`config.mk`:
```
export PLATFORM = sky130hd
export DESIGN_NAME = axi_rd_burst_master
export DESIGN_NICKNAME = d
export VERILOG_FILES = /design/src/rtl/axi_rd_burst_master.sv
export SDC_FILE = /design/constraint.sdc
export NUM_CORES = 1
export LEC_CHECK = 0
export ABC_AREA = 1
export BUFFER_PORTS_ARGS = -buffer_cell sky130_fd_sc_hd__buf_2
export CORE_MARGIN = 8
export CORE_UTILIZATION = 60
export CTS_CLUSTER_SIZE = 20
export DETAILED_ROUTE_END_ITERATION = 16
export GPL_TIMING_DRIVEN = 0
export PLACE_DENSITY_LB_ADDON = 0.12
export SYNTH_ARGS = -nofsm -noshare
export SYNTH_HDL_FRONTEND = slang
export SYNTH_SLANG_ARGS = --single-unit
```
`constraint.sdc`:
```
create_clock -name clk -period 4.9 [get_ports clk]
set_clock_uncertainty 0.2 [all_clocks]
set_input_delay 0.245 -clock clk [delete_from_list [all_inputs] [get_ports clk]]
set_output_delay 0.245 -clock clk [all_outputs]
set_load 0.02 [all_outputs]
```
`src/rtl/axi_rd_burst_master.sv`:
```
// AXI4 read master: splits one user read into row-safe INCR bursts,
// forwards beats through a register and checks an incrementing pattern.
module axi_rd_burst_master #(
  parameter int ADDR_WIDTH = 26,
  parameter int DATA_WIDTH = 32,
  parameter int COL_BITS   = 10,
  parameter int MAX_BURST  = 16,
  parameter int LEN_WIDTH  = 16
) (
  input  logic                  clk,
  input  logic                  rst,
  input  logic                  init_end,
  input  logic                  rd_trig,
  input  logic [ADDR_WIDTH-1:0] rd_addr,
  input  logic [LEN_WIDTH-1:0]  rd_len,
  input  logic                  chk_en,
  input  logic [DATA_WIDTH-1:0] chk_seed,
  output logic                  rd_ready,
  output logic                  rd_done,
  output logic [DATA_WIDTH-1:0] rd_data,
  output logic                  rd_data_en,
  output logic                  rd_error,
  output logic [15:0]           rd_err_cnt,
  output logic                  axi_arvalid,
  input  logic                  axi_arready,
  output logic [ADDR_WIDTH-1:0] axi_araddr,
  output logic [7:0]            axi_arlen,
  input  logic                  axi_rvalid,
  output logic                  axi_rready,
  input  logic                  axi_rlast,
  input  logic [1:0]            axi_rresp,
  input  logic [DATA_WIDTH-1:0] axi_rdata
);

  localparam int W1 = (LEN_WIDTH > COL_BITS + 1) ? LEN_WIDTH : COL_BITS + 1;
  localparam int CW = (W1 > 9) ? W1 : 9;

  typedef enum logic [2:0] {IDLE, CALC, AR, R, DONE} state_t;

  state_t                state;
  logic [ADDR_WIDTH-1:0] addr;
  logic [LEN_WIDTH-1:0]  rem;
  logic                  chk;
  logic [DATA_WIDTH-1:0] exp_data;
  logic [8:0]            blen;
  logic [7:0]            bcnt;

  logic [CW-1:0]         row_w;
  logic [8:0]            blen_n;
  logic                  beat;
  logic                  beat_err;

  // Burst length limited by remaining beats, MAX_BURST and the row edge.
  always_comb begin
    row_w  = (CW'(1) << COL_BITS) - CW'(addr[COL_BITS-1:0]);
    blen_n = 9'(MAX_BURST);
    if (CW'(rem) < CW'(blen_n))
      blen_n = 9'(rem);
    if (row_w < CW'(blen_n))
      blen_n = 9'(row_w);
  end

  always_comb begin
    beat     = axi_rvalid && axi_rready;
    beat_err = (axi_rresp != 2'b00)
            || (axi_rlast != (bcnt == 8'd0))
            || (chk && (axi_rdata != exp_data));
  end

  always_ff @(posedge clk) begin
    if (rst) begin
      state       <= IDLE;
      rd_ready    <= 1'b1;
      rd_done     <= 1'b0;
      rd_data     <= '0;
      rd_data_en  <= 1'b0;
      rd_error    <= 1'b0;
      rd_err_cnt  <= '0;
      axi_arvalid <= 1'b0;
      axi_araddr  <= '0;
      axi_arlen   <= '0;
      axi_rready  <= 1'b0;
      addr        <= '0;
      rem         <= '0;
      chk         <= 1'b0;
      exp_data    <= '0;
      blen        <= '0;
      bcnt        <= '0;
    end else begin
      rd_done    <= 1'b0;
      rd_data_en <= 1'b0;
      unique case (state)
        IDLE: begin
          if (rd_trig && init_end) begin
            addr       <= rd_addr;
            rem        <= rd_len;
            chk        <= chk_en;
            exp_data   <= chk_seed;
            rd_error   <= 1'b0;
            rd_err_cnt <= '0;
            rd_ready   <= 1'b0;
            if (rd_len == '0) begin
              rd_done <= 1'b1;
              state   <= DONE;
            end else begin
              state <= CALC;
            end
          end
        end
        CALC: begin
          blen        <= blen_n;
          axi_araddr  <= addr;
          axi_arlen   <= 8'(blen_n - 9'd1);
          axi_arvalid <= 1'b1;
          state       <= AR;
        end
        AR: begin
          if (axi_arready) begin
            axi_arvalid <= 1'b0;
            axi_rready  <= 1'b1;
            bcnt        <= 8'(blen - 9'd1);
            state       <= R;
          end
        end
        R: begin
          if (beat) begin
            rd_data    <= axi_rdata;
            rd_data_en <= 1'b1;
            exp_data   <= exp_data + DATA_WIDTH'(1);
            if (beat_err) begin
              rd_error <= 1'b1;
              if (rd_err_cnt != 16'hFFFF)
                rd_err_cnt <= rd_err_cnt + 16'd1;
            end
            // Burst ends on our own count, not on rlast.
            if (bcnt == 8'd0) begin
              axi_rready <= 1'b0;
              addr       <= addr + ADDR_WIDTH'(blen);
              rem        <= rem - LEN_WIDTH'(blen);
              if (rem == LEN_WIDTH'(blen)) begin
                rd_done <= 1'b1;
                state   <= DONE;
              end else begin
                state <= CALC;
              end
            end else begin
              bcnt <= bcnt - 8'd1;
            end
          end
        end
        DONE: begin
          rd_ready <= 1'b1;
          state    <= IDLE;
        end
        default: state <= IDLE;
      endcase
    end
  end

endmodule

```
# Word level (Yosys, flattened, before mapping)
# Cells that the tools add are included.
# totals
wordCells,115
regBits,183
output_inout_bits,88
inputBits,116
# op_classes
n_eq_ne,15
mux,47
bitwise,1
addsub,8
n_lt_le_gt_ge,2
reduce_logical,25
# op_table
op,n
2-to-1 mux 16 bit,7
2-to-1 mux 26 bit,3
2-to-1 mux 32 bit,2
case mux 16 bit (2 select lines),2
case mux 32 bit (2 select lines),1
case mux 26 bit (2 select lines),1
"adder 32 x 1 -> 32 bit, second input constant",1
!= test 32 bit,1
adder 26 x 9 -> 26 bit,1
2-to-1 mux 8 bit,3
"subtractor 8 x 1 -> 8 bit, second input constant",3
AND reduction 4 bit,5
2-to-1 mux 3 bit,6
2-to-1 mux 9 bit,2
"adder 16 x 1 -> 16 bit, second input constant",1
equality test 16 x 9 -> 1 bit,1
logical NOT 16 bit,1
"less-than comparator 16 x 5 -> 1 bit, second input constant",1
less-than comparator 16 x 9 -> 1 bit,1
"!= test 16 bit, second input constant",1
case mux 8 bit (2 select lines),1
subtractor 16 x 9 -> 16 bit,1
"!= test 2 bit, second input constant",7
2-to-1 mux 1 bit,13
other kinds (17),32

# Depth between registers and ports, before layout
# Gate-level depths: netlist of run 1.
# logic_depth
word_depth,7
ltp_mapped,25
depth_no_buf,25

# Worst setup path after synthesis of run 1
# OpenSTA, ideal clock, no wires.
# synth_path
kind,register to register
startpoint,reg addr[1]
endpoint,reg axi_arlen[6]
stages_incl_launch_ff,23
required_ps,4587
t_arrival_ps,2559
n_path_buf,0
path_slack_ps,2028
setup_time_ps,113
synth_period_minus_slack_ps,2872
cell_sequence,dfxtp_1 inv_2 nand3_2 nor3_2 nand2_2 nor2_4 xor2_1 ha_1 nand2_1 nor2_1 a211oi_1 nand2_1 nand2_2 nand3_1 nand2_2 ha_1 nand2_2 nor2_2 nand2_1 nand2_1 nand2_1 nand2_1 nor2_1
# synth_via
elab_chain_cells,4
# synth_rtl
item,line_no,source
"start, declared",41,logic [ADDR_WIDTH-1:0] addr;
"start signal, assigned",95,addr <= rd_addr;
"start signal, assigned",138,addr <= addr + ADDR_WIDTH'(blen);
subtractor 11 x 10 -> 12 bit *,55,row_w = (CW'(1) << COL_BITS) - CW'(addr[COL_BITS-1:0]);
less-than comparator 16 x 9 -> 1 bit,59,if (row_w < CW'(blen_n))
2-to-1 mux 9 bit *,59,
subtractor 8 x 1 -> 8 bit *,113,axi_arlen <= 8'(blen_n - 9'd1);
"end signal, assigned",113,
"end, declared",27,"output logic [7:0] axi_arlen,"
# Mark *: on every way between the ends. The rest lies on a longest branch, timed or not.
# A chain may end at the register's enable or synchronous reset.

# Worst setup path after layout of run 1
# layout_path
startpoint,reg addr[2]
endpoint,reg axi_arlen[6]
# Same word-level chain as after synthesis.

==> results by group, run 1 <==
Status
  • Outcome: finished, final reports clean

Cells and area
  • Final Util: 0.770
  • N_diodes: 0
  • Layout net count: 1,995
  • Most frequent cells in the layout: nand2_1 (239), buf_2 (216), nor2_1 (211), dfxtp_1 (183), o21ai_0 (152)
  • Fin area: 0.0134 sq mm
  • Layout area overhead: 25.3%
  • Most common cell after layout, fill and taps aside: nand2_1
  • Fraction of layout cells with a size suffix above 1: 0.166

Critical path
  • CP Max Fanout: 6
  • Required time of the critical path: slightly above 5 ns
  • Critical Path AT: about 3.6 ns
  • CP Capture Type: flip-flop
  • FF-to-FF path depth: 23
  • CP startpoint kind: flip-flop
  • Path type of the worst setup path: flip-flop to flip-flop

Floorplanning
  • Core area: between 0.015 and 0.02 sq mm
  • Ports: 204
  • Die area: 0.0223 sq mm
  • Die Y-Extent: between 100 and 150 microns
  • Row Count: 48
  • Die Wd: around 150 microns
  • Initial Utilization: 0.614

Logic synthesis
  • Synthesized area: about 0.011 sq mm
  • Post-synthesis register bit count: around 180
  • Post-Syn Area per Cell: about 7 sq um
  • Seq/Total Area, Yosys: 0.344
  • Post-synth cell types: 53
  • Syn Inst Count: 1,548
  • Ys Warns: 0

STA
  • Final hold violation count: 0
  • RSZ-0062 raised after global routing: false
  • Hold_ws: 0.00473 ns
  • Total negative setup slack: 0 ns
  • Final Cycle Share: 0.691
  • Slew Limit Headroom: 0.0641
  • Final setup vio count: 0
  • Fmax: roughly 300 MHz
  • Final Max Tran Viols: 0
  • Post-layout min period: approximately 3.4 ns
  • Worst Max-Slew Pin Slew: about 1.4 ns

Drt
  • DRT Pass-1 Iters: 6
  • Detailed Route WL: approximately 40,000 microns
  • Wirelength per Cell: approximately 19 microns
  • DR vias/cell: 5.87
  • Routed Antenna Nets: 0
  • DRC Markers: 0
  • Routed vias: roughly 12,000
  • DRT iter0 DRCs: about 1,400

Placement
  • Hpwl dp: ~29,000 microns
  • IO Port Bufs: between 200 and 250
  • Final RePlAce weighted congestion: slightly above 1
  • DP Area: between 0.01 and 0.015 sq mm

GRT
  • GRT Util Overall: 0.353
  • Vias in the first global route: 11,700
  • Overflow after GRT: 0
  • Initial antenna violation count: 3
  • Largest net degree at the start of global routing: 17
  • First-pass GRT wire length: about 62,000 microns

Clock network
  • CTS tree: built
  • Clk Latency, worst-skew pair: around 0.44 ns
  • Longest Clk Path Bufs: 2
  • Total CTS buffers: 17
  • Clock transition at the registers of the reported paths: 0.07 ns
  • CTS Root Cell: clkbuf_16
  • Sink Count: 183
  • H-tree levels: 4
  • Cts repair resizes: 0

Pwr
  • Leakage power: around 6 nW
  • Combinational cell fraction of total power: 0.456
  • Clock share of power: 0.238
  • Power share of the sequential group: 0.307
  • Max IR drop VDD: 0.391 mV
  • P_sw: around 2.9 mW
  • Power Dens Cells: between 400 and 500 mW/mm^2
  • Power Internal: ~3.7 mW
  • Switching Share: 0.439
  • Overall Power: 6.58 mW

Hold path
  • Hold path depth: 3
  • HP Class: input pin to flip-flop

Run
  • Max-cap violations: 0
-- Yosys cell counts, drive strengths merged --
cell type / instances / area [sq um]
ha: 31 / 388
o21a: 3 / 22.5
o21bai: 4 / 41.3
or4: 3 / 22.5
fa: 2 / 40.0
o221ai: 5 / 43.8
a31oi: 10 / 62.6
nand3b: 4 / 30.0
a211oi: 19 / 143
nor2: 221 / 865
nand3: 69 / 355
nand4: 29 / 188
or2: 8 / 50.1
buf: 17 / 88.8
o211ai: 15 / 113
a21o: 2 / 15.0
o2111ai: 1 / 8.76
a2bb2oi: 1 / 8.76
conb: 1 / 3.75
o21ai: 160 / 801
nor4: 12 / 124
xnor2: 38 / 333
xor2: 43 / 377
clkbuf: 61 / 230
dfxtp: 183 / 3660
a22oi: 1 / 7.51
or3: 1 / 6.26
and3: 2 / 12.5
a21oi: 147 / 743
inv: 155 / 582
o22ai: 1 / 6.26
a221oi: 8 / 76.3
o31ai: 1 / 7.51
nand2: 252 / 983
nor3: 38 / 220
-- sequential cells by signal, indices dropped and copies added (netlist names), 3 cells and up --
register,cells
axi_araddr,26
state,3
rem,16
rd_data,32
bcnt,8
axi_arlen,8
rd_err_cnt,16
addr,26
blen,9
exp_data,32
-- kinds of logic (layout without fill, tap and decap cells) --
kind of cell	Yosys count	after routing	share of synthesized area
XOR/XNOR	81	81	0.0665
flip-flops	183	183	0.344
AO/OA/AOI/OAI	378	378	0.197
buffers and inverters	233	540	0.0845
AND/OR/NAND/NOR	639	639	0.268
other	1	4	0.000352
adder cells (fa/ha/maj)	33	33	0.0401
-- stage by stage --
stage / worst slack, ns / cells
after floorplan: 2.03 / 1551
after global placement: 1.63 / 1978
after detailed placement: 1.57 / 1978
after CTS: 1.54 / 2083
after global routing: 1.30 / 2083
final: 1.51 / 2083
-- layer usage --
layer  vias up  track usage  routed length [microns]  part of all wire
li1       5744            -                        -                 -
met3       129       0.0828                     4110              0.10
met4         6        0.180                     1950             0.049
met5         -            0                       34           0.00085
met2       753        0.581                    18500              0.46
met1      5601        0.423                    15500              0.39
-- power by group through the flow --
stage          registers, mW  clock network, mW  logic, mW
3_5_place_dp            2.03                  0       2.86
5_1_grt                 2.04               1.62       3.29
3_3_place_gp            2.03                  0       2.81
2_1_floorplan           2.12                  0       1.93
6_report                2.02               1.56       3.00
4_1_cts                 2.01               1.55       2.93
-- cell type report --
| class | count | area, sq um |
|---|---|---|
| timing repair buffer | 276 | 1750 |
| clock buffer | 18 | 439 |
| buffer | 78 | 319 |
| inverter | 155 | 582 |
| multi-input combinational | 1135 | 6110 |
| clock inverter | 13 | 218 |
| tap | 225 | 282 |
| fill | 1351 | 3990 |
| sequential | 183 | 3660 |
-- worst max-delay path, cell delays in order (launching register included) --
cell	delay (ns)
dfxtp_1	0.38
inv_2	0.11
nand3_2	0.10
nor3_2	0.24
nand2_2	0.11
nor2_4	0.13
xor2_1	0.24
ha_1	0.28
nand2_1	0.09
nor2_1	0.05
a211oi_1	0.16
nand2_1	0.10
nand2_2	0.14
nand2_4	0.10
nand2_1	0.08
nand2_2	0.10
ha_1	0.24
nand2_2	0.09
nor2_2	0.05
nand2_1	0.05
nand2_1	0.06
nand2_1	0.06
nand2_1	0.05
nor2_1	0.10
-- worst paths after layout --
check	start	endpoint	slack (ns)
hold / removal	rd_len[14]	rem[14]	0.005
hold reg to reg	rd_ready	rd_ready	0.27
setup / recovery	addr[2]	axi_arlen[6]	1.51
setup reg to reg	addr[2]	axi_arlen[6]	1.51
-- repair_timing --
action | 4_1_cts | 5_1_grt
hold buffers | 74 | 0
endpoints found under the hold margin | 74 | 0
setup buffers | 0 | 0
(Power assumes the default switching activity.)
==> run 2, diff against run 1 <==
--- a/config.mk
+++ b/config.mk
@@ -8,7 +8,7 @@
 export ABC_AREA = 1
 export BUFFER_PORTS_ARGS = -buffer_cell sky130_fd_sc_hd__buf_2
 export CORE_MARGIN = 8
-export CORE_UTILIZATION = 60
+export CORE_UTILIZATION = 56
 export CTS_CLUSTER_SIZE = 20
 export DETAILED_ROUTE_END_ITERATION = 16
 export GPL_TIMING_DRIVEN = 0
==> constraint.sdc (replaced) <==
create_clock -name clk -period 3.17 [get_ports clk]
set_clock_uncertainty 0.2 [all_clocks]
set_input_delay 0.1585 -clock clk [delete_from_list [all_inputs] [get_ports clk]]
set_output_delay 0.1585 -clock clk [all_outputs]
set_load 0.02 [all_outputs]
==> results by group, run 2 (synthesis results as in run 1) <==
Drt
  • DR vias/cell: 5.79
  • Routed vias: about 12,000
  • DRC Markers: 0
  • Wirelength per Cell: roughly 19 microns
  • Detailed Route WL: 40,900 microns
  • DRT Pass-1 Iters: 7
  • Routed Antenna Nets: 0
  • DRT iter0 DRCs: 1,130

GRT
  • Vias in the first global route: 12,100
  • Routing usage on met1: 0.381
  • First-pass GRT wire length: about 63,000 microns
  • M3 GR Usage: 0.0746
  • M2 GR Usage: 0.555
  • GRT Max-Usage Layer: met2
  • Initial antenna violation count: 4
  • Overflow after GRT: 0
  • Largest net degree at the start of global routing: 17
  • GRT Util Overall: 0.331

Placement
  • Hpwl dp: around 29,000 microns
  • Setup WS pre-CTS: -0.106 ns
  • Final RePlAce weighted congestion: 0.962
  • IO Port Bufs: 202

Status
  • Outcome: complete, but fails checks
  • Failing checks: negative hold slack

STA
  • Worst Max-Slew Pin Slew: 1.12 ns
  • Final hold violation count: 1
  • Worst Slack Setup Final: between 0.05 and 0.06 ns
  • Hold_ws: -0.0000697 ns
  • Post-layout min period: about 3.1 ns
  • Final setup vio count: 0
  • Fmax: ~320 MHz
  • Slew Limit Headroom: 0.243
  • Final Max Tran Viols: 0
  • RSZ-0062 raised after global routing: true
  • Final Cycle Share: 0.984

Critical path
  • Path type of the worst setup path: flip-flop to flip-flop
  • Critical path buffers and inverters: 3
  • CP startpoint kind: flip-flop
  • Reg-to-reg critical path endpoint: axi_arlen[6]
  • R2R Setup Slk: 0.05 ns
  • Slowest stage delay, CP: 0.37 ns
  • CP Max Fanout: 5
  • Worst path most repeated cell: nand2_1
  • Required time of the critical path: 3.31 ns
  • Critical path cell sequence: inv_6, nand3_4, nor3_4, buf_4, xor2_1, inv_1, ha_1, a21oi_2, nor2_1, a211oi_1, nand2_1, nand2_4, nand3b_1, nand2_2, ha_4, nand2_4, nor2_4, nand2_1, nand2_2, nand2_1, nand2_1, nor2_1
  • FF-to-FF path depth: 22
  • Crit path max-delay family: simple AND/OR/NAND/NOR gates
  • CP Capture Type: flip-flop
  • Critical Path AT: between 3 and 4 ns
  • Critical R2R Launch: addr[0]
  • Slowest CP cell: dfxtp_4

Cells and area
  • Fillers: approximately 1,500
  • Layout net count: 2,051
  • Layout area overhead: 31.1%
  • Largest registers: exp_data: 32 flops, rd_data: 32 flops
  • Most common cell after layout, fill and taps aside: nand2_1
  • Most frequent cells in the layout: nand2_1 (233), buf_2 (216), nor2_1 (207), dfxtp_1 (178), o21ai_0 (151)
  • Fraction of layout cells with a size suffix above 1: 0.182

Pwr
  • Leakage power: roughly 6.2 nW
  • Overall Power: between 10 and 15 mW
  • Max IR drop VDD: ~0.42 mV
  • Power Dens Cells: about 740 mW/mm^2

Clock network
  • Clock transition at the registers of the reported paths: 0.07 ns
  • Sink Count: between 150 and 200
  • CTS Root Cell: clkbuf_16
  • Clk Latency, worst-skew pair: between 0.4 and 0.5 ns
  • H-tree levels: 4
  • Longest Clk Path Bufs: 2
  • CTS tree: built
  • Total CTS buffers: 17

Hold path
  • Hold path depth: 5
  • Worst Hold End: rd_error
  • HP Class: input pin to flip-flop
  • Worst hold path startpoint: axi_rresp[1]

Floorplanning
  • Die area: about 0.024 sq mm
  • Row Count: 50
  • Ports: 204
  • Initial Utilization: 0.570
  • Core area: roughly 0.019 sq mm
  • Die Y-Extent: about 150 microns
  • Die Wd: between 150 and 200 microns

Run
  • Max-cap violations: 0
[run 2: cell count changes in the layout (fill, tap and decap cells not counted), sizes merged]
cell / delta
bufinv: -3
clkinvlp: +2
dlygate4sd3: +37
inv: -2
buf: +19
clkbuf: +2
diode: +4
[run 2: stage by stage]
step	instances	hold WS, ns	setup TNS (ns)	cell area, sq um	utilization
5_1_grt	2150	0.0172	-0.456	14000	0.747
3_3_place_gp	1987	0.192	-0.139	12000	0.640
4_1_cts	2136	0.000887	-0.00539	13700	0.734
6_report	2151	-0.0000697	0	14000	0.747
2_1_floorplan	1551	0.0934	0	10700	-
3_5_place_dp	1987	0.198	-0.146	12000	0.640
[run 2: worst max-delay path by stage]
| stage | startpoint | to | slack, ns | cells past startpoint |
|---|---|---|---|---|
| after floorplan | addr[1] | axi_arlen[6] | 0.30 | 22 |
| after CTS | addr[2] | axi_arlen[6] | -0.005 | 23 |
| final | addr[0] | axi_arlen[6] | 0.05 | 22 |
| after detailed placement | addr[2] | axi_arlen[6] | -0.11 | 22 |
| after global routing | addr[1] | axi_arlen[6] | -0.15 | 22 |
| after global placement | addr[2] | axi_arlen[6] | -0.1 | 22 |
[run 2: repair_timing]
item	in CTS	in global routing
hold buffers	111	0
buffers inserted	8	11
gates resized for setup	5	43
endpoints found under the hold margin	110	0
setup endpoints to repair	4	11
pin swaps	3	26
[run 2: final cells by class]
type | count | area [sq um] | area share
Multi-Input combinational cell | 1135 | 6260 | 0.448
Sequential cell | 183 | 3670 | 0.263
Timing Repair Buffer | 332 | 2270 | 0.162
Inverter | 155 | 592 | 0.0423
Clock buffer | 20 | 437 | 0.0312
Buffer | 78 | 319 | 0.0228
Tap cell | 234 | 293 | 0.0209
Clock inverter | 10 | 125 | 0.00895
Antenna cell | 4 | 10.0 | 0.000716
[run 2: power breakdown]
group | switching [mW] | internal [mW] | leakage, nW | total [mW]
logic | 3.28 | 1.86 | 4.43 | 5.14
clock network | 0.968 | 1.16 | 0.264 | 2.13
registers | 0.399 | 2.74 | 1.49 | 3.14
[run 2: tightest hold or removal path, delay by kind of cell]
family                 cells  cell delay [ns]
and+or+nand+nor            3             0.28
buffers and inverters      1             0.08
AOI/OAI and AO/OA          1             0.09
[run 2: metal layers]
| layer | vias up | part of all wire | routed length (microns) |
|---|---|---|---|
| met5 | - | 0 | 0 |
| met4 | 0 | 0.060 | 2460 |
| met3 | 148 | 0.084 | 3450 |
| li1 | 5866 | - | - |
| met2 | 692 | 0.47 | 19200 |
| met1 | 5748 | 0.39 | 15800 |
